--- config.mk ---
export PLATFORM = sky130hd
export DESIGN_NAME = boxcar_decimator
export DESIGN_NICKNAME = d
export VERILOG_FILES = /design/src/rtl/dsp_pkg.sv /design/src/rtl/decim_out_reg.sv /design/src/rtl/boxcar_decimator.sv
export SDC_FILE = /design/constraint.sdc
export NUM_CORES = 1
export LEC_CHECK = 0
export CAP_MARGIN = 20
export CORE_ASPECT_RATIO = 2
export CORE_UTILIZATION = 40
export CTS_CLUSTER_SIZE = 20
export DETAILED_ROUTE_END_ITERATION = 10
export HOLD_SLACK_MARGIN = 0.02
export MAX_ROUTING_LAYER = met4
export PLACE_DENSITY_LB_ADDON = 0.25
export SYNTH_ARGS = -nofsm -noshare
export SYNTH_HDL_FRONTEND = slang
export SYNTH_SLANG_ARGS = --single-unit
--- constraint.sdc ---
create_clock -name clk -period 6.9 [get_ports clk]
set_input_delay 1.38 -clock clk [delete_from_list [all_inputs] [get_ports clk]]
set_output_delay 1.38 -clock clk [all_outputs]
set_load 0.02 [all_outputs]
--- src/rtl/dsp_pkg.sv ---
// ---------------------------------------------------------------------------
// dsp_pkg
//   Shared definitions for the boxcar decimator slice.
//   - acc_width():        accumulator width that can hold 2^max_r full-scale
//                         samples of data_w bits without wrapping.
//   - clamp_log2_ratio(): limits a requested log2 decimation ratio to max_r.
//   - out_state_t:        occupancy of the one-deep output holding register.
// ---------------------------------------------------------------------------
package dsp_pkg;

    typedef enum logic {
        OUT_EMPTY = 1'b0,
        OUT_FULL  = 1'b1
    } out_state_t;

    function automatic int acc_width(input int data_w, input int max_r);
        return data_w + max_r;
    endfunction

    function automatic logic [3:0] clamp_log2_ratio(input logic [3:0] r, input int max_r);
        if (int'(r) > max_r) begin
            return 4'(max_r);
        end
        return r;
    endfunction

endpackage

--- src/rtl/decim_out_reg.sv ---
// ---------------------------------------------------------------------------
// decim_out_reg
//   One-deep valid/ready holding register for decimated results, with a
//   sticky overrun flag for results lost to back-pressure.
// Ports
//   clk, rst       system clock, synchronous active-high reset
//   res, res_vld   new result and its strobe (one cycle per result)
//   dout           held result, stable while dout_valid & !dout_ready
//   dout_valid     dout holds an unconsumed result
//   dout_ready     consumer accepts dout this cycle
//   overrun        sticky: a result arrived while full and not being drained
//   clear_overrun  clears overrun (a same-cycle new overrun wins)
// ---------------------------------------------------------------------------
module decim_out_reg
    import dsp_pkg::*;
#(
    parameter int DATA_WIDTH = 32
) (
    input  logic                         clk,
    input  logic                         rst,
    input  logic signed [DATA_WIDTH-1:0] res,
    input  logic                         res_vld,
    output logic signed [DATA_WIDTH-1:0] dout,
    output logic                         dout_valid,
    input  logic                         dout_ready,
    output logic                         overrun,
    input  logic                         clear_overrun
);

    out_state_t st_p1;
    logic       drop;
    logic       load;

    always_comb begin
        // A result is accepted when the slot is empty or is being drained
        // this same cycle; otherwise it is lost.
        load = res_vld && ((st_p1 == OUT_EMPTY) || dout_ready);
        drop = res_vld && (st_p1 == OUT_FULL) && !dout_ready;
    end

    // ---- output stage (p1) ----
    always_ff @(posedge clk) begin
        if (rst) begin
            st_p1   <= OUT_EMPTY;
            dout    <= '0;
            overrun <= 1'b0;
        end else begin
            if (load) begin
                dout  <= res;
                st_p1 <= OUT_FULL;
            end else if ((st_p1 == OUT_FULL) && dout_ready) begin
                st_p1 <= OUT_EMPTY;
            end

            if (drop) begin
                overrun <= 1'b1;
            end else if (clear_overrun) begin
                overrun <= 1'b0;
            end
        end
    end

    assign dout_valid = (st_p1 == OUT_FULL);

endmodule

--- src/rtl/boxcar_decimator.sv ---
// ---------------------------------------------------------------------------
// boxcar_decimator
//   Accumulate-and-dump decimator: sums 2^R consecutive valid signed samples
//   and emits sum >>> R (mean, rounded toward -inf) as one output sample.
// Ports
//   clk, rst       system clock, synchronous active-high reset
//   din, din_valid signed input sample and its strobe (no back-pressure)
//   log2_ratio     R; sampled at each block start, clamped to MAX_LOG2_RATIO
//   dout           signed decimated sample
//   dout_valid     dout holds an unconsumed result
//   dout_ready     consumer handshake
//   overrun        sticky flag: a result was dropped under back-pressure
//   clear_overrun  synchronous clear of overrun
// ---------------------------------------------------------------------------
module boxcar_decimator
    import dsp_pkg::*;
#(
    parameter int DATA_WIDTH     = 32,
    parameter int MAX_LOG2_RATIO = 10
) (
    input  logic                         clk,
    input  logic                         rst,
    input  logic signed [DATA_WIDTH-1:0] din,
    input  logic                         din_valid,
    input  logic [3:0]                   log2_ratio,
    output logic signed [DATA_WIDTH-1:0] dout,
    output logic                         dout_valid,
    input  logic                         dout_ready,
    output logic                         overrun,
    input  logic                         clear_overrun
);

    localparam int ACC_W = acc_width(DATA_WIDTH, MAX_LOG2_RATIO);
    localparam int CNT_W = MAX_LOG2_RATIO + 1;

    function automatic logic signed [DATA_WIDTH-1:0] mean_shift(
        input logic signed [ACC_W-1:0] s,
        input logic [3:0]              r
    );
        logic signed [ACC_W-1:0] t;
        t = s >>> r;
        return t[DATA_WIDTH-1:0];
    endfunction

    logic signed [ACC_W-1:0]      acc_p0;
    logic        [CNT_W-1:0]      cnt_p0;
    logic        [3:0]            r_act_p0;

    logic        [3:0]            r_eff;
    logic        [CNT_W-1:0]      last_cnt;
    logic signed [ACC_W-1:0]      sum;
    logic signed [DATA_WIDTH-1:0] res_p0;
    logic                         vld_p0;

    always_comb begin
        // On the first sample of a block the ratio comes straight from the
        // port, so R=0 can close its single-sample block in the same cycle.
        r_eff    = (cnt_p0 == '0) ? clamp_log2_ratio(log2_ratio, MAX_LOG2_RATIO) : r_act_p0;
        last_cnt = (CNT_W'(1) << r_eff) - CNT_W'(1);
        sum      = acc_p0 + {{(ACC_W-DATA_WIDTH){din[DATA_WIDTH-1]}}, din};
        vld_p0   = din_valid && (cnt_p0 == last_cnt);
        res_p0   = mean_shift(sum, r_eff);
    end

    // ---- accumulate stage (p0) ----
    always_ff @(posedge clk) begin
        if (rst) begin
            acc_p0   <= '0;
            cnt_p0   <= '0;
            r_act_p0 <= '0;
        end else if (din_valid) begin
            if (cnt_p0 == '0) begin
                r_act_p0 <= r_eff;
            end
            if (vld_p0) begin
                acc_p0 <= '0;
                cnt_p0 <= '0;
            end else begin
                acc_p0 <= sum;
                cnt_p0 <= cnt_p0 + CNT_W'(1);
            end
        end
    end

    decim_out_reg #(
        .DATA_WIDTH(DATA_WIDTH)
    ) u_out (
        .clk          (clk),
        .rst          (rst),
        .res          (res_p0),
        .res_vld      (vld_p0),
        .dout         (dout),
        .dout_valid   (dout_valid),
        .dout_ready   (dout_ready),
        .overrun      (overrun),
        .clear_overrun(clear_overrun)
    );

endmodule

==> flow_summary.json <==
{
  "status": "finished clean",
  "grt_setup_unrepaired": "false",
  "wl_per_cell_um": 22.1,
  "grt_pass1_vias": 9956,
  "clk_latency_ns": 0.39,
  "cts_resized": 0,
  "ios": 75,
  "top_usage_layer": "met2",
  "layoutNonFillerInstCount": 1588,
  "fin_worst_skew_ns": 0.0112,
  "ant_nets": 0,
  "cts_setup_buffers": 0,
  "place.port_buffers": 74,
  "ff2ff_setup_slack_ns": 1.32,
  "wl_um": 35000,
  "cts_buffers": 9,
  "viasPerCell": 6.57,
  "row_count": 78,
  "powerDensity_mw_per_mm2": 224,
  "p_int_uw": 1300,
  "syn_to_final_growth_pct": 12.9,
  "crit_path_end_kind": "register",
  "synthesis.nets": 1384,
  "grt_overflow": 0,
  "crit_required_ns": 7.21,
  "slew_headroom": 0.290,
  "drt_iter0_markers": 775,
  "ys_types": 81,
  "ys.warnings.count": 0,
  "cp_slowest_cell": "o21ai_0",
  "p_sw_uw": 1030,
  "drive_gt1_frac": 0.0528,
  "clock-sinks": 91,
  "die_y_um": 217,
  "layout_commonest_cell": "a21oi_1",
  "final_cell_mix": "a21oi_1, nor2_1, nand2_1, dfxtp_1, clkdlybuf4s50_1",
  "fin_crit_ns": 5.91,
  "netlist_area_mm2": 0.00921,
  "fmax_mhz": 169,
  "switching_share": 0.443,
  "final_nets": 1391,
  "fin_crit_sh": 0.856,
  "cts_tree": "built",
  "dp_slack_ns": 0.707,
  "drt_first_pass_iters": 5,
  "critical_path_arrival_ns": 6.22,
  "setup_viol": 0,
  "coreArea_mm2": 0.0226,
  "clockBufferDepth": 2,
  "h-tree-depth": 3,
  "dp.cells": 1574,
  "critPathBufInv": 2,
  "finalMaxSlewViolations": 0,
  "start_kind": "primary input",
  "grtUsageMet3": 0.0469,
  "dpl.hpwl_um": 27100,
  "fin_ws_ns": 0.991,
  "hold_buffers": 0,
  "drc": 0,
  "clk_pin_slew_ns": 0.07,
  "fp.dieW_um": 109,
  "synth_cells": 1298,
  "ys_seq_area_frac": 0.198,
  "grt_pass1_wl_um": 54200,
  "die_area_mm2": 0.0237,
  "cpPeakStageDelay_ns": 0.69,
  "hp-class": "reg2reg",
  "async_reset_ff_frac": 0,
  "grt_max_degree": 50,
  "leakage_uw": 0.00400,
  "cts-root-buf": "clkbuf_16",
  "antenna-diode-count": 0,
  "fin_setup_tns_ns": 0,
  "hold_viol": 0,
  "gp_congestion": 0.975,
  "antenna_found_initial": 0,
  "met1_usage": 0.311,
  "vias": 10400,
  "path_class": "in2reg",
  "clkPwrFrac": 0.236,
  "path_max_fanout": 7,
  "vdd_drop_max_mv": 0.107,
  "synth_edf_count": 0,
  "worstPathCellList": "clkdlybuf4s50_1 -> ha_1 -> inv_1 -> fa_1 -> nor2b_1 -> o2111ai_1 -> a21oi_1 -> o21ai_0 -> a21boi_0 -> o31ai_1 -> a222oi_1 -> a221oi_1 -> o21ai_0 -> a21oi_1",
  "tightest_slew_ns": 1.06,
  "power_frac_comb": 0.514,
  "drv_cap": 0,
  "grt_use_total": 0.311,
  "p_seq_frac": 0.250,
  "synthFlopType": "dfxtp_1",
  "synth_seq_cells": 91,
  "critPathTopFamily": "compound AO/OA/AOI/OAI gates",
  "initial_utilization": 0.407,
  "syn_area_per_cell_um2": 7.09,
  "met2_usage": 0.533
}
## layer usage
metal / part of all wire / up-vias
met5: 0 / -
met3: 0.044 / 143
li1: - / 4949
met4: 0.079 / 0
met2: 0.52 / 403
met1: 0.36 / 4936
## worst register-to-register path: stages, from the launching register on
cell      delay (ns)
dfxtp_1         0.39
inv_1           0.12
ha_1            0.19
or4b_4          0.52
nor3_4          0.58
mux2_2          0.29
buf_4           0.33
nand2_1         0.11
ha_1            0.34
nor4_1          0.32
a22o_1          0.21
o21bai_1        0.12
mux2i_1         0.08
or4_4           0.58
or3_1           0.38
nor2_1          0.58
o221ai_1        0.24
o21ai_1         0.15
## per-stage QoR
| stage | total power, µW | util | hold WS, ns | instance area [µm²] |
|---|---|---|---|---|
| final | 2330 | 0.459 | 0.466 | 10400 |
| after global routing | 2460 | 0.459 | 0.478 | 10400 |
| after CTS | 2310 | 0.459 | 0.466 | 10400 |
| after detailed placement | 1760 | 0.446 | 0.453 | 10100 |
| after global placement | 1760 | 0.446 | 0.452 | 10100 |
| after floorplan | 1410 | - | 0.445 | 9210 |
## worst paths after layout
check | from | to | cells past startpoint
worst max-delay path | din[0] | u_out.dout[11] | 14
worst min-delay path | u_out.dout[2] | u_out.dout[2] | 2
worst max register to register | cnt_p0[0] | u_out.dout[25] | 17
worst min register to register | u_out.dout[2] | u_out.dout[2] | 2
## cells by family after synthesis
| logic type | Yosys count | synth area share |
|---|---|---|
| adder cells (fa/ha/maj) | 45 | 0.0620 |
| multiplexers | 45 | 0.0514 |
| buffers and inverters | 121 | 0.0519 |
| AND/OR/NAND/NOR | 498 | 0.268 |
| flip-flops | 91 | 0.198 |
| AO/OA/AOI/OAI | 466 | 0.338 |
| XOR/XNOR | 32 | 0.0304 |
## synthesized netlist by cell type, types with 32 or more instances
library cell	number	area (µm²)
and3_1	32	200
dfxtp_1	91	1820
o21ai_0	64	320
nor3_1	41	205
ha_1	44	551
a21oi_1	138	691
nand4_1	37	231
nor2_1	134	503
nand3_1	45	225
clkbuf_1	86	323
nand2_1	123	462
mux2i_1	36	360
## flip-flops by register name, indices dropped and copies added, names as in the netlist
| register | count |
|---|---|
| u_out.overrun | 1 |
| acc_p0 | 42 |
| r_act_p0 | 4 |
| cnt_p0 | 11 |
| u_out.dout_valid | 1 |
| u_out.dout | 32 |
## layout make-up
cell class	count	area [µm²]
multi-input cells	1086	6940
fillers	2409	12200
inverters	22	82.6
flip-flops and latches	91	1820
clock inverters	4	76.3
repair buffers	95	893
well taps	280	350
clock buffers	10	229
## power by group through the flow
stage / Combinational [µW] / Clock [µW] / Sequential [µW]
2_1_floorplan: 830 / 0 / 584
3_3_place_gp: 1160 / 0 / 593
4_1_cts: 1170 / 559 / 582
3_5_place_dp: 1160 / 0 / 594
6_report: 1200 / 550 / 582
5_1_grt: 1290 / 580 / 587
Power figures use the tool's default switching activity.
